### config.mk
export PLATFORM = sky130hd
export DESIGN_NAME = pc_call_stack
export DESIGN_NICKNAME = d
export VERILOG_FILES = /design/src/rtl/pc_call_stack.sv
export SDC_FILE = /design/constraint.sdc
export NUM_CORES = 1
export LEC_CHECK = 0
export ABC_AREA = 1
export BUFFER_PORTS_ARGS = -buffer_cell sky130_fd_sc_hd__buf_4
export CORE_MARGIN = 10
export CORE_UTILIZATION = 55
export DETAILED_ROUTE_END_ITERATION = 8
export PLACE_DENSITY = 0.74
export SLEW_MARGIN = 20
export SYNTH_ARGS = -nofsm -noshare
export SYNTH_HDL_FRONTEND = slang
export SYNTH_SLANG_ARGS = --single-unit
### constraint.sdc
create_clock -name clk -period 2.9 [get_ports clk]
set_input_delay 0.58 -clock clk [delete_from_list [all_inputs] [get_ports clk]]
set_output_delay 0.58 -clock clk [all_outputs]
set_load 0.005 [all_outputs]
### src/rtl/pc_call_stack.sv
`default_nettype none
// ============================================================================
// Module   : pc_call_stack
// Brief    : Parametrised return-address stack for the CALL/RET path.
//            Circular storage with full/empty status, drop-or-wrap overflow
//            policy, push+pop replace-top, and sticky overflow/underflow.
// Revision : 1.0 - initial release
// ============================================================================
module pc_call_stack #(
    parameter int ADDR_WIDTH       = 12,
    parameter int DEPTH            = 8,
    parameter bit WRAP_ON_OVERFLOW = 1'b0
) (
    input  logic                     clk,
    input  logic                     rst,
    input  logic                     init,
    input  logic                     push,
    input  logic                     pop,
    input  logic [ADDR_WIDTH-1:0]    push_data,
    input  logic                     err_clr,
    output logic [ADDR_WIDTH-1:0]    top,
    output logic [$clog2(DEPTH):0]   count,
    output logic                     empty,
    output logic                     full,
    output logic                     overflow,
    output logic                     underflow
);

    localparam int PTR_W = $clog2(DEPTH);
    localparam int CNT_W = PTR_W + 1;
    localparam logic [CNT_W-1:0] c_FULL_COUNT = CNT_W'(DEPTH);
    localparam logic [CNT_W-1:0] c_CNT_ONE    = CNT_W'(1);
    localparam logic [PTR_W-1:0] c_PTR_ONE    = PTR_W'(1);

    // Per-cycle operation after resolving push/pop against full/empty.
    typedef enum logic [2:0] {
        OP_IDLE       = 3'd0,
        OP_PUSH       = 3'd1,  // push into a stack with room
        OP_PUSH_DROP  = 3'd2,  // push into a full stack, discarded
        OP_PUSH_WRAP  = 3'd3,  // push into a full stack, oldest lost
        OP_POP        = 3'd4,  // pop a non-empty stack
        OP_POP_UNDER  = 3'd5,  // pop an empty stack
        OP_REPLACE    = 3'd6,  // push+pop on a non-empty stack
        OP_PUSH_UNDER = 3'd7   // push+pop on an empty stack
    } op_t;

    logic [ADDR_WIDTH-1:0] r_mem [DEPTH];
    logic [PTR_W-1:0]      r_wp;
    logic [CNT_W-1:0]      r_count;
    logic                  r_overflow;
    logic                  r_underflow;

    logic                  w_empty;
    logic                  w_full;
    logic [PTR_W-1:0]      w_wp_m1;
    op_t                   w_op;
    logic [PTR_W-1:0]      w_wp_nxt;
    logic [CNT_W-1:0]      w_count_nxt;
    logic                  w_we;
    logic [PTR_W-1:0]      w_waddr;
    logic                  w_ovf_ev;
    logic                  w_unf_ev;
    logic                  w_clear;

    assign w_empty = (r_count == '0);
    assign w_full  = (r_count == c_FULL_COUNT);
    // Index of the current top entry; wraps naturally at PTR_W bits.
    assign w_wp_m1 = r_wp - c_PTR_ONE;
    assign w_clear = rst | init;

    // Classify the requested operation against the current occupancy.
    always_comb begin
        w_op = OP_IDLE;
        if (push && pop) begin
            w_op = w_empty ? OP_PUSH_UNDER : OP_REPLACE;
        end else if (push) begin
            if (!w_full) begin
                w_op = OP_PUSH;
            end else if (WRAP_ON_OVERFLOW) begin
                w_op = OP_PUSH_WRAP;
            end else begin
                w_op = OP_PUSH_DROP;
            end
        end else if (pop) begin
            w_op = w_empty ? OP_POP_UNDER : OP_POP;
        end
    end

    // Next pointer/count, storage write and error events for the operation.
    always_comb begin
        w_wp_nxt    = r_wp;
        w_count_nxt = r_count;
        w_we        = 1'b0;
        w_waddr     = r_wp;
        w_ovf_ev    = 1'b0;
        w_unf_ev    = 1'b0;
        unique case (w_op)
            OP_IDLE: begin
            end
            OP_PUSH: begin
                w_we        = 1'b1;
                w_wp_nxt    = r_wp + c_PTR_ONE;
                w_count_nxt = r_count + c_CNT_ONE;
            end
            OP_PUSH_DROP: begin
                w_ovf_ev = 1'b1;
            end
            OP_PUSH_WRAP: begin
                // Writing at wp overwrites the oldest slot once full.
                w_we     = 1'b1;
                w_wp_nxt = r_wp + c_PTR_ONE;
                w_ovf_ev = 1'b1;
            end
            OP_POP: begin
                w_wp_nxt    = w_wp_m1;
                w_count_nxt = r_count - c_CNT_ONE;
            end
            OP_POP_UNDER: begin
                w_unf_ev = 1'b1;
            end
            OP_REPLACE: begin
                w_we    = 1'b1;
                w_waddr = w_wp_m1;
            end
            OP_PUSH_UNDER: begin
                // An empty stack cannot be full, so this is a plain push.
                w_we        = 1'b1;
                w_wp_nxt    = r_wp + c_PTR_ONE;
                w_count_nxt = r_count + c_CNT_ONE;
                w_unf_ev    = 1'b1;
            end
            default: begin
            end
        endcase
        // A clear cycle discards any concurrent push.
        if (w_clear) begin
            w_we = 1'b0;
        end
    end

    // Pointer, occupancy and sticky flags; flag set wins over err_clr.
    always_ff @(posedge clk) begin
        if (w_clear) begin
            r_wp        <= '0;
            r_count     <= '0;
            r_overflow  <= 1'b0;
            r_underflow <= 1'b0;
        end else begin
            r_wp        <= w_wp_nxt;
            r_count     <= w_count_nxt;
            r_overflow  <= w_ovf_ev | (r_overflow  & ~err_clr);
            r_underflow <= w_unf_ev | (r_underflow & ~err_clr);
        end
    end

    // Return-address storage; contents are not cleared by reset.
    always_ff @(posedge clk) begin
        if (w_we) begin
            r_mem[w_waddr] <= push_data;
        end
    end

    assign top       = w_empty ? '0 : r_mem[w_wp_m1];
    assign count     = r_count;
    assign empty     = w_empty;
    assign full      = w_full;
    assign overflow  = r_overflow;
    assign underflow = r_underflow;

endmodule
`default_nettype wire

-- Word-level counts from Yosys, hierarchy flattened
Memory sizes are Yosys's and may differ from the RTL's.
Cells that the tools add are included.
- add/subtract/negate cells: 4
- muxes and demuxes: 16
- bitwise gates (word level): 6
- equality and inequality tests: 8
- reductions and logical operators: 9
- operator list (kind ; number):
    == test 3 bit, second input constant ; 4
    2-to-1 mux 12 bit ; 1
    2-to-1 mux 3 bit ; 4
    2-to-1 mux 1 bit ; 8
    case mux 4 bit (2 select lines) ; 1
    == test 3 x 2 -> 1 bit, second input constant ; 2
    case mux 3 bit (2 select lines) ; 1
    OR reduction 2 bit ; 3
    adder 4 x 1 -> 4 bit, second input constant ; 1
    == test 4 bit, second input constant ; 1
    zero test 4 bit ; 1
    nonzero test 2 bit ; 2
    OR reduction 4 bit ; 1
    subtractor 4 x 1 -> 4 bit, second input constant ; 1
    adder 3 x 1 -> 3 bit, second input constant ; 1
    == test 3 x 1 -> 1 bit, second input constant ; 1
    bitwise OR 1 bit ; 3
    OR reduction 3 bit ; 1
    subtractor 3 x 1 -> 3 bit, second input constant ; 1
    bitwise AND 1 bit ; 2
    2-to-1 mux 2 bit ; 1
    logical AND 1 bit ; 1
    inverter 1 bit ; 1
- memories: 1
- logic and storage cells: 48
- bits in writable memories: 96
- bits in registers: 9
- memory list (name ; words ; bits a word ; read ports ; clocked after memory_dff ; wr ports ; line ; text):
    r_mem ; 8 ; 12 ; 1 ; 0 ; 1 ; 47 ; logic [ADDR_WIDTH-1:0] r_mem [DEPTH];

-- Longest topological paths before layout
Gate-level depths: netlist of the first run.
- depth in word-level cells: 11
- depth in mapped cells: 14
- mapped depth without buffers: 14

-- Least setup slack after synthesis of the first run
Ideal clock, no wire load.
- path kind: reg2out
- start: reg r_wp[0]
- end: out top[10]
- data arrival time: 1.911 ns
- path slack: 0.409 ns
- cell stages (with the launch flop): 12
- path through: dfxtp_1 > buf_2 > inv_1 > buf_2 > buf_2 > ha_1 > inv_1 > buf_2 > o21ai_0 > o22ai_1 > o21ai_0 > a31oi_1
- word-level cells in the longest chain between the ends: 3
- ends and longest elaborated chain (element ; line ; text):
    start, declared ; 48 ; logic [PTR_W-1:0] r_wp;
    start signal, assigned ; 149 ; r_wp <= w_wp_nxt;
    subtractor 3 x 1 -> 3 bit ; 68 ; assign w_wp_m1 = r_wp - c_PTR_ONE;
    memory read (8 x 12 bit) ; -- ;
    2-to-1 mux 12 bit ; 163 ; assign top = w_empty ? '0 : r_mem[w_wp_m1];
    end, declared ; 21 ; output logic [ADDR_WIDTH-1:0] top,
No other way between the ends.

-- Worst setup path in the final report of the first run
- start: reg r_wp[1]
- end: out top[4]
Same word-level chain as after synthesis.

==> impl_metrics.csv, run 1 <==
group,metric,value,unit
outcome,status,"finished, final reports clean",
route,wl_per_cell,16.4,um
yosys,synthesis.instances,381,
floorplan,core-area,7730,um^2
route,route.detailed.drc,0,
sta,tightest_slew,0.553,ns
yosys,synth_top_cell_area_share,0.658,
route,postRouteWirelength,8880,um
clocking,clockBufferDepth,2,
floorplan,dieArea,11900,um^2
power_and_ir_drop,power.leakage,1.87,nW
yosys,synth_area_leaders,"edfxtp_1 66%, nor2_1 7.3%, o21ai_0 6.4%, dfxtp_1 4.1%, nand2_1 2.0%",
yosys,synth_compound_area_frac,0.122,
floorplan,io_pins,38,
sta,layout_min_cycle_time,2.70,ns
layout,final_common_cell,"edfxtp_1",
clocking,tritoncts,"built",
clocking,cts_resized,0,
global_route,grt_pass1_wl,14100,um
critical_path,worstSetupPathType,"flop to output pin",
sta,timing.fmax,0.370,GHz
clocking,cts.sinks,105,
layout,seqCellArea,3060,um^2
sta,hold_violations,0,
yosys,seq_area_frac_synth,0.699,
job,cap_viol_max_count,0,
yosys,yosys.area_share.simple,0.129,
yosys,synthMuxAreaShare,0,
yosys,ys_ff_latch,105,
floorplan,initial_core_util,0.567,
yosys,syn_area,4380,um^2
floorplan,fp-row-count,32,
route,vias,2996,
critical_path,worstPathMaxFanout,24,
clocking,clkTransAtPathRegs,0.10,ns
clocking,clk_latency,0.36,ns
floorplan,die_w,109,um
placement,hpwlAfterDp,5740,um
yosys,synth_top_family_by_area,"simple AND/OR/NAND/NOR gates",
route,ant_nets,0,
placement,pre_cts_ws,0.578,ns
global_route,track_usage,0.154,
worst_hold_path,hold_path_class,"input pin to flop",
route,first_pass_iters,5,
layout,fin_nets,455,
critical_path,cp-end-kind,"output pin",
clocking,cts_inserted_buffers,9,
global_route,grt_antenna_before_repair,0,
yosys,avgSynthCellArea,11.5,um^2
sta,final-setup-viol-count,0,
clocking,post-cts-setup-buffer-count,0,
layout,layout.cells.most_common_list,"96 x edfxtp_1, 85 x nor2_1, 58 x buf_4",
sta,setup_tns,0,ns
route,via_per_inst,5.55,
power_and_ir_drop,power.density,600,nW/um^2
layout,diodes,0,
yosys,synth_xor_area_frac,0.00400,
power_and_ir_drop,ir_worst_vdd,0.000463,V
critical_path,cp-start-kind,"flop",
layout,syn2layout_area_growth,16.6,%
global_route,grt_max_degree,53,
yosys,yosysTopAreaCell,"edfxtp_1",
global_route,first_global_vias,2790,
yosys,synth_cell_type_count,27,
clocking,hold_buffers,0,
critical_path,crit_arrival,2.12,ns
yosys,synth_nets,402,
sta,fin_skew,0.0111,ns
sta,period_share,0.931,
placement,port_buffers,37,
layout,drive_gt1_frac,0.208,
sta,slew_headroom,0.631,
yosys,yosys.area_share.adder,0.00856,
sta,slew_viol_final,0,
layout,nFillCells,564,
placement,globalplace.congestion,0.819,
sta,rsz0062_at_grt,"false",
critical_path,crit_required,2.32,ns
clocking,cts_htree_levels,3,
layout,multi_input_area,1160,um^2
floorplan,fp.dieH,109,um
global_route,overflow,0,
sta,finalWorstSetupSlack,0.201,ns
yosys,ys.warnings.count,0,
route,drtIter0Drc,182,
clocking,cts_root_buffer,"clkbuf_8",
-- power breakdown --
| part | switching [W] | internal, W |
|---|---|---|
| Combinational | 0.000254 | 0.000165 |
| Sequential | 0.0000111 | 0.00167 |
| Clock | 0.000480 | 0.000487 |
| Total | 0.000746 | 0.00232 |
-- kinds of logic after synthesis --
logic type                 count (synthesis)
and+or+nand+nor                          131
DFF                                      105
AOI/OAI and AO/OA                        100
buffers and inverters                     40
adders and majority gates                  3
xor gates and xnor gates                   2
-- routing by layer --
layer  part of all wire  vias up  global-route usage
met5                  0        -                   0
met4              0.017        0              0.0734
met3              0.067       13              0.0354
met2               0.46      102               0.237
met1               0.45     1423               0.203
li1                   -     1458                   -
-- through the flow --
stage	hold slack, ns	instances	cell area (um^2)	util	power, W
global route	0.430	540	5110	0.662	0.00318
floorplan	0.456	381	4380	-	0.00196
finish	0.441	540	5110	0.662	0.00307
detailed placement	0.465	525	4890	0.633	0.00213
global placement	0.456	525	4890	0.633	0.00212
CTS	0.429	540	5110	0.661	0.00307
-- final cells by class --
cell class,instances,share of cell area
inverter,22,0.0162
sequential,105,0.599
tap,102,0.0250
clock buffer,9,0.0242
clock inverter,6,0.0176
timing repair buffer,60,0.0913
multi-input combinational,236,0.227
-- state kept, by name, summed over array words and instances (netlist names) --
register	flops
r_mem	96
count	4
r_wp	3
overflow	1
underflow	1
-- cells in the mapped netlist (all sizes together) --
master,instances
xor2,1
nand3b,1
buf,11
nand2,32
dfxtp,9
ha,3
nand4,1
nand3,11
o22ai,12
inv,21
a31oi,12
o211ai,1
clkbuf,7
edfxtp,96
clkinv,1
a21oi,9
xnor2,1
nor2,86
o21ai,66
-- worst paths after layout --
path,start,end,slack (ns),depth (start not counted)
setup / recovery,r_wp[1],top[4],0.20,8
hold / removal,push_data[7],r_mem[7][7],0.44,1
setup reg to reg,r_wp[1],r_mem[3][4],0.65,8
hold reg to reg,underflow,underflow,0.47,2
-- worst max-delay path: stages (launching register included) --
cell and delay [ns]:
dfxtp_1 0.37, inv_1 0.06, ha_1 0.32, buf_6 0.23, o21ai_0 0.12, o22ai_1 0.19, o21ai_0 0.12, a31oi_1 0.20
buf_4 0.15
No activity file was read; power rests on OpenSTA's default activity.
==> run 2: changes to the inputs <==
==> constraint.sdc (replaced) <==
create_clock -name clk -period 2.9 [get_ports clk]
set_input_delay 0.58 -clock clk [delete_from_list [all_inputs] [get_ports clk]]
set_output_delay 0.58 -clock clk [all_outputs]
set_load 0.02 [all_outputs]
==> run 2 against run 1 <==
Compared with the run above:
- first-iteration DRC count increased by 44%
- clock power shrank 8.2%
- count of clock-buffer cells in the layout is 1 higher
- largest cell class unchanged
- sequential power about the same
==> impl_metrics.csv, run 2 (synthesized netlist as in run 1, its figures left out) <==
group,metric,value,unit
outcome,status,"finished, final reports clean",
sta,finalWorstSetupSlack,0.136,ns
critical_path,cp-end-kind,"output pin",
layout,nFillCells,577,
worst_hold_path,hold_path_class,"input pin to flop",
critical_path,rr_startpoint,"count[0]",
sta,slew_headroom,0.627,
sta,period_share,0.953,
worst_hold_path,min_path_cells,1,
job,cap_viol_max_count,0,
clocking,cts_root_buffer,"clkbuf_8",
worst_hold_path,hold_start,"push_data[10]",
clocking,cts_htree_levels,3,
layout,multi_input_area,1160,um^2
global_route,overflow,0,
route,postRouteWirelength,9600,um
critical_path,reg2regPathDepth,9,
sta,layout_min_cycle_time,2.76,ns
layout,syn2layout_area_growth,15.9,%
route,via_per_inst,5.71,
critical_path,crit_arrival,2.18,ns
route,first_pass_iters,5,
critical_path,path_depth,8,
floorplan,initial_core_util,0.567,
sta,slew_viol_final,0,
route,wl_per_cell,17.8,um
global_route,grt_max_degree,53,
layout,drive_gt1_frac,0.204,
power_and_ir_drop,power.leakage,1.85,nW
power_and_ir_drop,power.density,598,nW/um^2
layout,diodes,0,
sta,hold_ws,0.439,ns
floorplan,dieArea,11900,um^2
layout,largest_reg_flops,96,
global_route,track_usage,0.165,
critical_path,cp-start-kind,"flop",
route,route.detailed.drc,0,
sta,fin_skew,0.0153,ns
global_route,grt_pass1_wl,15100,um
global_route,first_global_vias,3046,
placement,hpwlAfterDp,6250,um
layout,seqCellArea,3060,um^2
layout,layout.cells.most_common_list,"96 x edfxtp_1, 85 x nor2_1, 56 x o21ai_0",
floorplan,fp.dieH,109,um
critical_path,crit_required,2.32,ns
clocking,cts_inserted_buffers,9,
clocking,post-cts-setup-buffer-count,0,
clocking,cts.sinks,105,
clocking,clk_latency,0.36,ns
sta,tightest_slew,0.559,ns
sta,setup_tns,0,ns
critical_path,timing.critical_path.buf_inv,3,
layout,final_common_cell,"edfxtp_1",
sta,hold_violations,0,
clocking,clockBufferDepth,2,
route,vias,3072,
global_route,grt_antenna_before_repair,0,
critical_path,cpPeakStageDelay,0.36,ns
sta,rsz0062_at_grt,"false",
critical_path,worstSetupPathType,"flop to output pin",
sta,timing.fmax,0.362,GHz
clocking,clkTransAtPathRegs,0.11,ns
layout,regMostFlops,"r_mem",
clocking,tritoncts,"built",
route,drtIter0Drc,262,
layout,fin_nets,452,
floorplan,io_pins,38,
power_and_ir_drop,ir_worst_vdd,0.000401,V
critical_path,cp_cell_sequence,"inv_1 > ha_1 > buf_6 > o21ai_0 > o22ai_1 > o21ai_1 > a31oi_1 > buf_4",
floorplan,die_w,109,um
placement,globalplace.congestion,0.797,
power_and_ir_drop,total_power,0.00304,W
route,ant_nets,0,
placement,port_buffers,37,
placement,pre_cts_ws,0.473,ns
critical_path,path_delay_family,"compound AO/OA/AOI/OAI gates",
critical_path,worstPathMaxFanout,24,
sta,final-setup-viol-count,0,
floorplan,core-area,7730,um^2
floorplan,fp-row-count,32,
critical_path,crit_slowest_cell,"dfxtp_1",
critical_path,crit_path_start,"r_wp[1]",
## run 2: worst paths after layout
kind / to / slack, ns
setup / recovery: top[0] / 0.14
hold reg to reg: overflow / 0.47
hold / removal: r_mem[3][10] / 0.44
setup reg to reg: r_mem[6][9] / 0.51
## run 2: repair_timing
action                                  in CTS  in global routing
gates resized for setup                      0                  2
hold buffers                                 0                  0
endpoints found under the setup margin       0                  2
## run 2: per-stage QoR
| stage | cell area (um^2) | util | std cells |
|---|---|---|---|
| after CTS | 5080 | 0.657 | 538 |
| after global routing | 5080 | 0.658 | 538 |
| final | 5080 | 0.658 | 538 |
| after detailed placement | 4880 | 0.632 | 522 |
| after global placement | 4880 | 0.632 | 522 |
| after floorplan | 4380 | - | 381 |
## run 2: final cells by class
type                    count  share of cell area
flip-flops and latches    105               0.603
multi-input cells         236               0.228
repair buffers             57              0.0899
clock buffers              10              0.0251
well taps                 102              0.0251
inverters                  22              0.0162
clock inverters             6              0.0130
## run 2: power breakdown
group	switching, W	internal, W
clock	0.000487	0.000401
sequential	0.0000112	0.00167
combinational	0.000304	0.000167
total	0.000802	0.00224
## run 2: worst register-to-register path, delay by kind of cell (launching register included)
kind / cells / cell delay [ns]
compound gates: 1 / 0.11
flops: 1 / 0.51
simple gates: 6 / 1.13
buf+inv: 2 / 0.37
## run 2: routing by layer
| metal | GRT usage | vias up | wire (um) |
|---|---|---|---|
| met2 | 0.272 | 122 | 4740 |
| met5 | 0 | - | 0 |
| met1 | 0.203 | 1476 | 3920 |
| li1 | - | 1451 | - |
| met4 | 0.0762 | 0 | 248 |
| met3 | 0.0366 | 23 | 692 |
